### src/rtl/shift_reg_sequencer_pkg.sv
// Shared encodings for controllers that drive the
// universal load/store shift register.
package shift_reg_sequencer_pkg;

  localparam logic [1:0] CNTRL_STORE = 2'b00;
  localparam logic [1:0] CNTRL_LOAD  = 2'b01;
  localparam logic [1:0] CNTRL_LSH   = 2'b10;
  localparam logic [1:0] CNTRL_RSH   = 2'b11;

  typedef enum logic [1:0] {
    S_IDLE  = 2'd0,
    S_LOAD  = 2'd1,
    S_SHIFT = 2'd2,
    S_CAPT  = 2'd3
  } state_e;

endpackage

### src/rtl/shift_reg_sequencer.sv
// Sequences LOAD, count SHIFTs and CAPTURE on the shift
// register; streams shifted-out bits and returns the result.
module shift_reg_sequencer
  import shift_reg_sequencer_pkg::*;
#(
  parameter int N  = 4,
  parameter int CW = 3
) (
  input  logic          clk,
  input  logic          clr,
  input  logic          start,
  input  logic [N-1:0]  data_in,
  input  logic          dir,
  input  logic [CW-1:0] count,
  input  logic          fill,
  input  logic [N-1:0]  sr_q,
  output logic [1:0]    cntrl,
  output logic [N-1:0]  par_out,
  output logic          inLS,
  output logic          inRS,
  output logic          busy,
  output logic          sout,
  output logic          sout_valid,
  output logic [N-1:0]  result,
  output logic          done
);

  state_e        state_q, state_d;
  logic [CW-1:0] cnt_q, cnt_d;
  logic [N-1:0]  data_q, data_d;
  logic [N-1:0]  result_q, result_d;
  logic          dir_q, dir_d;
  logic          fill_q, fill_d;
  logic          done_q, done_d;

  always_comb begin
    state_d  = state_q;
    cnt_d    = cnt_q;
    data_d   = data_q;
    dir_d    = dir_q;
    fill_d   = fill_q;
    result_d = result_q;
    done_d   = 1'b0;
    unique case (state_q)
      S_IDLE: begin
        if (start) begin
          data_d  = data_in;
          dir_d   = dir;
          fill_d  = fill;
          cnt_d   = count;
          state_d = S_LOAD;
        end
      end
      S_LOAD: begin
        state_d = (cnt_q != '0) ? S_SHIFT : S_CAPT;
      end
      S_SHIFT: begin
        cnt_d = cnt_q - 1'b1;
        if (cnt_q == CW'(1))
          state_d = S_CAPT;
      end
      S_CAPT: begin
        result_d = sr_q;
        done_d   = 1'b1;
        state_d  = S_IDLE;
      end
      default: state_d = S_IDLE;
    endcase
  end

  always_ff @(posedge clk or posedge clr) begin
    if (clr) begin
      state_q  <= S_IDLE;
      cnt_q    <= '0;
      data_q   <= '0;
      dir_q    <= 1'b0;
      fill_q   <= 1'b0;
      result_q <= '0;
      done_q   <= 1'b0;
    end else begin
      state_q  <= state_d;
      cnt_q    <= cnt_d;
      data_q   <= data_d;
      dir_q    <= dir_d;
      fill_q   <= fill_d;
      result_q <= result_d;
      done_q   <= done_d;
    end
  end

  // sout is the pre-shift edge bit, taken straight from sr_q
  always_comb begin
    cntrl      = CNTRL_STORE;
    sout       = 1'b0;
    sout_valid = 1'b0;
    unique case (state_q)
      S_LOAD:  cntrl = CNTRL_LOAD;
      S_SHIFT: begin
        cntrl      = dir_q ? CNTRL_RSH : CNTRL_LSH;
        sout       = dir_q ? sr_q[0] : sr_q[N-1];
        sout_valid = 1'b1;
      end
      default: cntrl = CNTRL_STORE;
    endcase
  end

  assign busy    = (state_q != S_IDLE);
  assign par_out = data_q;
  assign inLS    = fill_q;
  assign inRS    = fill_q;
  assign result  = result_q;
  assign done    = done_q;

endmodule

### config.mk
export PLATFORM = sky130hd
export DESIGN_NAME = shift_reg_sequencer
export DESIGN_NICKNAME = d
export VERILOG_FILES = /design/src/rtl/shift_reg_sequencer_pkg.sv /design/src/rtl/shift_reg_sequencer.sv
export SDC_FILE = /design/constraint.sdc
export NUM_CORES = 1
export LEC_CHECK = 0
export ABC_CLOCK_PERIOD_IN_PS = 1850
export CORE_MARGIN = 5
export CORE_UTILIZATION = 43
export CTS_BUF_LIST = sky130_fd_sc_hd__clkbuf_16
export DETAILED_ROUTE_END_ITERATION = 8
export PLACE_DENSITY = 0.79
export SYNTH_ARGS = -nofsm -noshare
export SYNTH_HDL_FRONTEND = slang
export SYNTH_SLANG_ARGS = --single-unit
### constraint.sdc
create_clock -name clk -period 1.85 [get_ports clk]
set_input_delay 0.2775 -clock clk [delete_from_list [all_inputs] [get_ports clk]]
set_output_delay 0.2775 -clock clk [all_outputs]
set_load 0.01 [all_outputs]
==> metrics, run 1 <==
EDFF count, synth=0; # diodes=0; DP HPWL=1420 µm; Skew-Pair Late Insertion Delay=0.24 ns; htree depth=1; Worst Setup SP=state_q[0]; CTS tree=done; Worst Tran Pin Value=0.589 ns; status=complete, no violations; min cycle time layout=1.76 ns; CTS clk-pin slew, worst paths=0.05 ns; CP Data Arrival Time=1.49 ns; largest area contributor in the netlist=dfrtp_1; Synth Register Bits=16; top cells by count, synth=16 x dfrtp_1, 11 x mux2_2, 7 x ha_1, 7 x inv_1, 3 x nand2_1; CTS Root Cell=clkbuf_16; Reg-to-Reg End=state_q[1]; # IOs=32; Nets=132; final hold violations=0; sequential share of the synthesized area=45.4%; synth top area cells=dfrtp_1 45%, mux2_2 14%, ha_1 9.9%; # DRC=0; DRT Pass-1 Iters=4; row count=16; largest net degree at the start of global routing=17; synthesized area=882 µm²; DR vias/cell=4.86; Max Cap Viol=0; Total GRT Usage=11.9%; Synth Warn #=0; Critical Path Source Type=flop; I/O Buffers=31; global route overflow=0; hold_ws=0.401 ns; r2r setup slk=0.27 ns; area grow syn2layout=46.5%; setup slack after layout=0.0868 ns; async set or reset register ratio after synthesis=100%; R2R depth=6; synth unique cells=25; Num CTS Buffers=3; ANT nets after route=0; top_reg_cell synth=dfrtp_1; r2r startpoint=state_q[1]; share of the synthesized area in the top cell type=45.4%; initial antenna violation count=0; vias in the first global route=652; final clock skew=0.00205 ns; chip width=55.3 µm; slew margin rel.=60.7%; Synth Instances=73; total length of routed wires=1770 µm; Hold Crit Class=in -> async; period utilization=95.3%; starting density of the core=45.0%; end of the critical path=cntrl[1]; die extent in y=55.3 µm; first-pass GRT wire length=2940 µm; Power Density=1800 nW/µm²; routability cong.=0.802; clock sinks=16; Routed WL per cell=13.2 µm; Syn Area/Cell=12.1 µm²; core area=1960 µm²; die area=3060 µm²; TNS Setup=0 ns; pre-CTS WS=0.0893 ns; share of layout cells above drive strength 1=24.3%; Initial DRC Count=4; Mapped Nets=96; maximum fanout along the worst path=5; clk buf depth=2; worst setup path class=reg -> out; post-layout util=65.9%; top-count cell post-synth=dfrtp_1; via count=651; fillers=169; RSZ-0062 raised after global routing=no; Leak Pwr=0.569 nW; hold buffers post-CTS=0; Max VDD drop=1.00 mV; number of setup violations in the final report=0; data required time of the worst path=1.57 ns; fin. max-slew vios=0; Max Freq=0.567 GHz; Crit. End Element=output pin
[placed cells by master (no fill, tap or decap), drive strengths merged]
cell / instances
ha: 7
a311oi: 1
or2: 1
nand2b: 3
o32ai: 1
a21oi: 3
inv: 7
a2bb2oi: 1
mux2i: 1
dlygate4sd2: 3
nand2: 4
o21ai: 2
clkdlybuf4s50: 28
a21o: 2
dfrtp: 16
clkbuf: 3
a221oi: 1
o211ai: 2
mux2: 12
buf: 4
nor2b: 3
nand3: 2
[through the flow]
| step | total power [mW] | cell area [µm²] | instances |
|---|---|---|---|
| 2_1_floorplan | 1.44 | 882 | 73 |
| 3_3_place_gp | 1.91 | 1210 | 130 |
| 3_5_place_dp | 1.94 | 1210 | 130 |
| 4_1_cts | 2.35 | 1290 | 134 |
| 5_1_grt | 2.49 | 1290 | 134 |
| 6_report | 2.32 | 1290 | 134 |
[layer usage]
layer  track usage, %  part of all wire [%]  vias up
met2             19.8                    50       13
met3             2.56                   3.5        2
met5                0                     0        -
met4             6.25                   1.5        0
met1             14.2                    45      315
li1                 -                     -      321
[critical path, cell delays in order (launching register included)]
cell             delay [ns]
dfrtp_1                0.37
inv_1                  0.10
ha_2                   0.23
clkdlybuf4s50_1        0.55
[sequential cells by signal (all words and copies together) (netlist names)]
signal / cells
cnt_q: 3
dir_q: 1
done: 1
inLS: 1
par_out: 4
result: 4
state_q: 2
[cell type report]
type	instances	area, µm²	area share (%)
multi-input cells	46	420	32.5
flip-flops and latches	16	400	31.0
repair buffers	35	337	26.0
clock buffers	3	75.1	5.81
well taps	27	33.8	2.61
inverters	7	26.3	2.03
[what timing repair did]
item                                    4_1_cts  5_1_grt
setup buffers                                 1        0
endpoints found under the setup margin        3        0
resized for setup                             4        0
[cells by family after synthesis]
kind of cell               Yosys count  synth area share (%)
adders and majority gates            7                  9.93
muxes                               13                  16.9
buffers and inverters               11                  7.23
DFF                                 16                  45.4
AOI/OAI and AO/OA                   13                  11.3
and+or+nand+nor                     13                  9.22
[power breakdown]
group / switching, mW / internal, mW / leakage [nW] / total (mW)
Combinational: 0.527 / 0.747 / 0.343 / 1.27
Sequential: 0.112 / 0.534 / 0.189 / 0.646
Clock: 0.117 / 0.282 / 0.0370 / 0.399
Total: 0.756 / 1.56 / 0.569 / 2.32
[worst min path at each step]
stage,slack [ns],endpoint,startpoint
after floorplan,0.19,cnt_q[0],clr
after global placement,0.49,par_out[1],par_out[1]
after detailed placement,0.50,par_out[3],par_out[3]
after CTS,0.43,done,clr
after global routing,0.48,done,clr
final,0.40,done,clr
No activity file was read; power rests on OpenSTA's default activity.
==> inputs of run 2 (changes only) <==
Settings changed: ABC_CLOCK_PERIOD_IN_PS 1850 to 1800.
Clock period 1.85 ns to 1.8 ns, I/O delays scaled along.
==> run 2 against run 1 <==
Combinational power increased by 7%. Sequential power increased by 3%. First-iteration DRC count increased by 75%. Power increased by 5.2%. Non-clock buffer count increased by 1. Critical endpoint unchanged. Highest routed layer unchanged.
==> metrics, run 2 (synthesis gave the netlist of run 1 again) <==
pre-CTS WS=0.0424 ns (-0.0469 ns); clk buf depth=2 (unchanged); # IOs=32 (unchanged); Power Density=1860 nW/µm² (+3.8%); vias in the first global route=701 (+7.5%); register area=400 µm² (unchanged); Post-DP Area=1210 µm² (unchanged); switching part of the total=33.0% (+0.44 points); slew margin rel.=60.2% (-0.48 points); I/O Buffers=31 (unchanged); CP cell instances=inv_2, ha_4, clkdlybuf4s50_1; RSZ-0062 raised after global routing=no; Placed Instances=130 (unchanged); die area=3060 µm² (unchanged); r2r startpoint=state_q[0]; sequential share of power=27.3% (-0.6 points); DR vias/cell=4.93 (+1.5%); total length of routed wires=1940 µm (+10%); fillers=174 (+3.0%); starting density of the core=45.0% (unchanged); final clock skew=0.00157 ns (-0.000475 ns); Critical Path Source Type=flop; die extent in y=55.3 µm (unchanged); # diodes=0 (unchanged); TNS Setup=0 ns (unchanged); chip width=55.3 µm (unchanged); Worst Tran Pin Value=0.596 ns (+0.00716 ns); Max Freq=0.584 GHz; Leak Pwr=0.575 nW (+0.92%); maximum fanout along the worst path=5 (unchanged); P_sw=806 µW (+6.6%); Largest stage delay, worst path=0.54 ns (about the same); DRT Pass-1 Iters=4 (unchanged); CP Data Arrival Time=1.44 ns (-0.05 ns); Nets=133 (+0.76%); global route overflow=0 (unchanged); Total GRT Usage=13.7% (+1.9 points); Skew-Pair Late Insertion Delay=0.24 ns (about the same); clock sinks=16 (unchanged); Crit path max-delay family=buffers and inverters; final hold violations=0 (unchanged); status=complete, no violations; DP HPWL=1500 µm (+5.5%); Worst Setup SP=state_q[0]; Num CTS Buffers=3 (unchanged); htree depth=1 (unchanged); number of setup violations in the final report=0 (unchanged); multi-input gate area in the final layout=430 µm² (+2.4%); # DRC=0 (unchanged); worst setup path class=reg -> out; Hold Crit Class=in -> async; ANT nets after route=0 (unchanged); Int Power=1.63 mW (+4.5%); Buf/Inv on CP=2 (unchanged); Comb power frac=55.8% (+0.9 points); Critical-path top delay cell=clkdlybuf4s50_1; Initial DRC Count=7 (+3); row count=16 (unchanged); post-layout util=66.8% (+0.89 points); period utilization=95.1%; Max VDD drop=1.15 mV (+15%); area grow syn2layout=48.5%; final instance area=1310 µm² (+1.4%); data required time of the worst path=1.53 ns (-0.04 ns); core area=1960 µm² (unchanged); commonest cells after routing, fill and taps aside=28 x clkdlybuf4s50_1, 16 x dfrtp_1, 11 x mux2_2; initial antenna violation count=0 (unchanged); largest net degree at the start of global routing=17 (unchanged); CTS Root Cell=clkbuf_16; share of layout cells above drive strength 1=25.9% (+1.6 points); routability cong.=0.824 (+2.8%); hold buffers post-CTS=0 (unchanged); most common cell after layout, fill and taps aside=clkdlybuf4s50_1; CTS tree=done; via count=666 (+2.3%); CTS clk-pin slew, worst paths=0.04 ns (about the same); setup slack after layout=0.0875 ns (+0.000728 ns); first-pass GRT wire length=3270 µm (+11%); Max Cap Viol=0 (unchanged); min cycle time layout=1.71 ns; Crit. End Element=output pin; Clock Power Share=16.9% (-0.3 points); non-filler instance count after layout=135 (+0.75%); fin. max-slew vios=0 (unchanged); Routed WL per cell=14.4 µm (+9.2%)
[run 2: cell types whose count changed in the layout (fill, tap and decap cells not counted), sizes merged]
cell / before / now
buf: 4 / 5
[run 2: cell type report]
| cell class | instances | share of cell area [%] |
|---|---|---|
| clock buffers | 3 | 5.73 |
| multi-input cells | 46 | 32.9 |
| inverters | 7 | 2.01 |
| well taps | 27 | 2.58 |
| repair buffers | 36 | 26.3 |
| flip-flops and latches | 16 | 30.6 |
[run 2: what timing repair did]
item / CTS / global route
endpoints found under the setup margin: 5 / 0
setup buffers: 2 / 0
hold endpoints to repair: 0 / 0
resized for setup: 6 / 0
[run 2: power by group through the flow]
stage	logic, mW	clock network, mW	registers [mW]
after detailed placement	1.32	0	0.673
after CTS	1.38	0.422	0.667
after global placement	1.29	0	0.665
after global routing	1.48	0.446	0.692
after floorplan	0.771	0	0.714
final	1.36	0.413	0.665
[run 2: path summary, 6_finish.rpt]
kind | to | slack [ns] | cells past startpoint
max | cntrl[1] | 0.09 | 3
min | done | 0.39 | 2
max reg2reg | state_q[1] | 0.26 | 6
min reg2reg | result[3] | 0.50 | 1
max in group asynchronous | cnt_q[0] | 1.02 | 2
min in group clk | result[3] | 0.50 | 1
[run 2: layer usage]
| metal | track usage (%) | up-vias | share of wire (%) |
|---|---|---|---|
| met4 | 7.29 | 0 | 2.5 |
| met5 | 0 | - | 0 |
| li1 | - | 321 | - |
| met2 | 23.6 | 18 | 51 |
| met3 | 2.56 | 5 | 3.7 |
| met1 | 16.0 | 322 | 43 |
[run 2: stage by stage]
step | hold WS (ns) | power [mW]
global route | 0.470 | 2.62
global placement | 0.490 | 1.96
floorplan | 0.184 | 1.48
CTS | 0.418 | 2.47
detailed placement | 0.495 | 2.00
finish | 0.393 | 2.44
==> inputs of run 3 (changes only) <==
Settings changed: CORE_ASPECT_RATIO from default to 1.5.
==> run 3 against run 2 <==
Die area increased by 0.61%. Critical path depth up 1. Cell count down 4.4%. Largest cell class unchanged. Combinational power shrank 4%. Critical endpoint is now cntrl[0]. Critical path type unchanged. Power decreased by 1.6%. Maximum frequency fell by 0.72%. Sequential power grew 2%. Non-clock buffer count shrank 2. Largest power group unchanged.
==> metrics, run 3 (synthesis gave the netlist of run 1 again) <==
Num CTS Buffers=3 (unchanged); min cycle time layout=1.72 ns (+0.0124 ns); CTS Root Cell=clkbuf_16; Initial DRC Count=11 (+4); routability cong.=0.680 (-17%); DP HPWL=1440 µm (-3.6%); Reg-to-Reg End=state_q[1]; vias in the first global route=692 (-1.3%); final hold violations=0 (unchanged); Power Density=1860 nW/µm² (+0.13%); first-pass GRT wire length=3180 µm (-2.8%); Worst Setup SP=state_q[1]; Skew-Pair Late Insertion Delay=0.24 ns (about the same); met2 usage in global routing=22.1% (-1.5 points); Nets=131 (-1.5%); register area=400 µm² (unchanged); DR vias/cell=5.09 (+3.1%); hold buffers post-CTS=0 (unchanged); data required time of the worst path=1.53 ns (about the same); hold_ws=0.400 ns (+0.00779 ns); pre-CTS WS=0.0486 ns (+0.00622 ns); starting density of the core=44.1% (-0.90 points); # DRC=0 (unchanged); setup slack after layout=0.0751 ns (-0.0124 ns); slew margin rel.=60.1% (-0.12 points); core area=2000 µm² (+2.0%); Max Freq=0.580 GHz (-0.72%); post-layout util=64.3% (-2.5 points); die extent in y=65.5 µm (+18%); clock sinks=16 (unchanged); CTS tree=done; maximum fanout along the worst path=4 (-1); Worst Tran Pin Value=0.598 ns (+0.00187 ns); Routed WL per cell=14.4 µm (+0.24%); clk buf depth=2 (unchanged); Total GRT Usage=14.1% (+0.38 points); met3 usage=5.21% (+2.6 points); GRT busiest layer=met2; met1 GRT Util=16.7% (+0.66 points); number of setup violations in the final report=0 (unchanged); fillers=163 (-6.3%); most common cell after layout, fill and taps aside=clkdlybuf4s50_1; global route overflow=0 (unchanged); DRT Pass-1 Iters=4 (unchanged); Max VDD drop=1.00 mV (-13%); final instance area=1290 µm² (-1.7%); die area=3080 µm² (+0.61%); commonest cells after routing, fill and taps aside=26 x clkdlybuf4s50_1, 16 x dfrtp_1, 11 x mux2_2; # diodes=0 (unchanged); CTS clk-pin slew, worst paths=0.05 ns (about the same); Max Cap Viol=0 (unchanged); share of layout cells above drive strength 1=23.4% (-2.6 points); status=complete, no violations; post-CTS setup buffer count=0 (-2); I/O Buffers=31 (unchanged); chip width=47.0 µm (-15%); htree depth=1 (unchanged); row count=20 (+4); period utilization=95.8% (+0.69 points); ANT nets after route=0 (unchanged); initial antenna violation count=0 (unchanged); via count=656 (-1.5%); r2r setup slk=0.19 ns (-0.07 ns); total length of routed wires=1860 µm (-4.2%); # IOs=32 (unchanged); RSZ-0062 raised after global routing=no; R2R depth=6 (unchanged); Leak Pwr=0.595 nW (+3.5%); area grow syn2layout=46.0%; Crit. End Element=output pin; Hold Crit Class=in -> async; fin. max-slew vios=0 (unchanged); r2r startpoint=state_q[1]; multi-input gate area in the final layout=420 µm² (-2.3%); final clock skew=0.00341 ns (+0.00184 ns); TNS Setup=0 ns (unchanged); largest net degree at the start of global routing=17 (unchanged); worst setup path class=reg -> out; Post-DP Area=1200 µm² (-0.52%); CP Data Arrival Time=1.45 ns (about the same); Critical Path Source Type=flop
-- run 3: metal layers --
metal | vias to the layer above | routed length (µm)
li1 | 314 | -
met1 | 305 | 705
met2 | 32 | 931
met4 | 0 | 40
met5 | - | 0
met3 | 5 | 184
-- run 3: worst max-delay path by stage --
stage               cells past startpoint          to  slack (ns)
floorplan                               6  state_q[1]        0.35
global placement                        4        sout        0.04
detailed placement                      4        sout        0.05
CTS                                     3    cntrl[1]       0.007
global route                            4    cntrl[0]       0.006
finish                                  4    cntrl[0]        0.08
-- run 3: where the power goes --
group	internal, mW	total, mW	leakage, nW	switching [mW]
Combinational	0.751	1.30	0.367	0.547
Sequential	0.549	0.676	0.189	0.127
Clock	0.294	0.427	0.0385	0.132
Total	1.59	2.40	0.595	0.806
-- run 3: worst max-delay path, cell delays in order (launching register included) --
cell           delay (ns)
dfrtp_1              0.41
inv_1                0.13
ha_1                 0.26
nor2b_1              0.13
dlygate4sd2_1        0.28
-- run 3: through the flow --
| stage | instances | power [mW] |
|---|---|---|
| floorplan | 73 | 1.48 |
| global placement | 125 | 1.96 |
| detailed placement | 125 | 2.01 |
| CTS | 129 | 2.44 |
| global route | 129 | 2.59 |
| finish | 129 | 2.40 |
-- run 3: repair_timing --
| action | 4_1_cts | 5_1_grt |
|---|---|---|
| gates resized for setup | 4 | 2 |
| setup endpoints to repair | 5 | 2 |
| gates cloned | 0 | 0 |
-- run 3: area by class of cell --
cell class	instances	area share (%)
Tap cell	22	2.14
Multi-Input combinational cell	46	32.7
Inverter	7	2.04
Sequential cell	16	31.1
Clock buffer	3	5.83
Clock inverter	1	0.292
Timing Repair Buffer	34	25.9
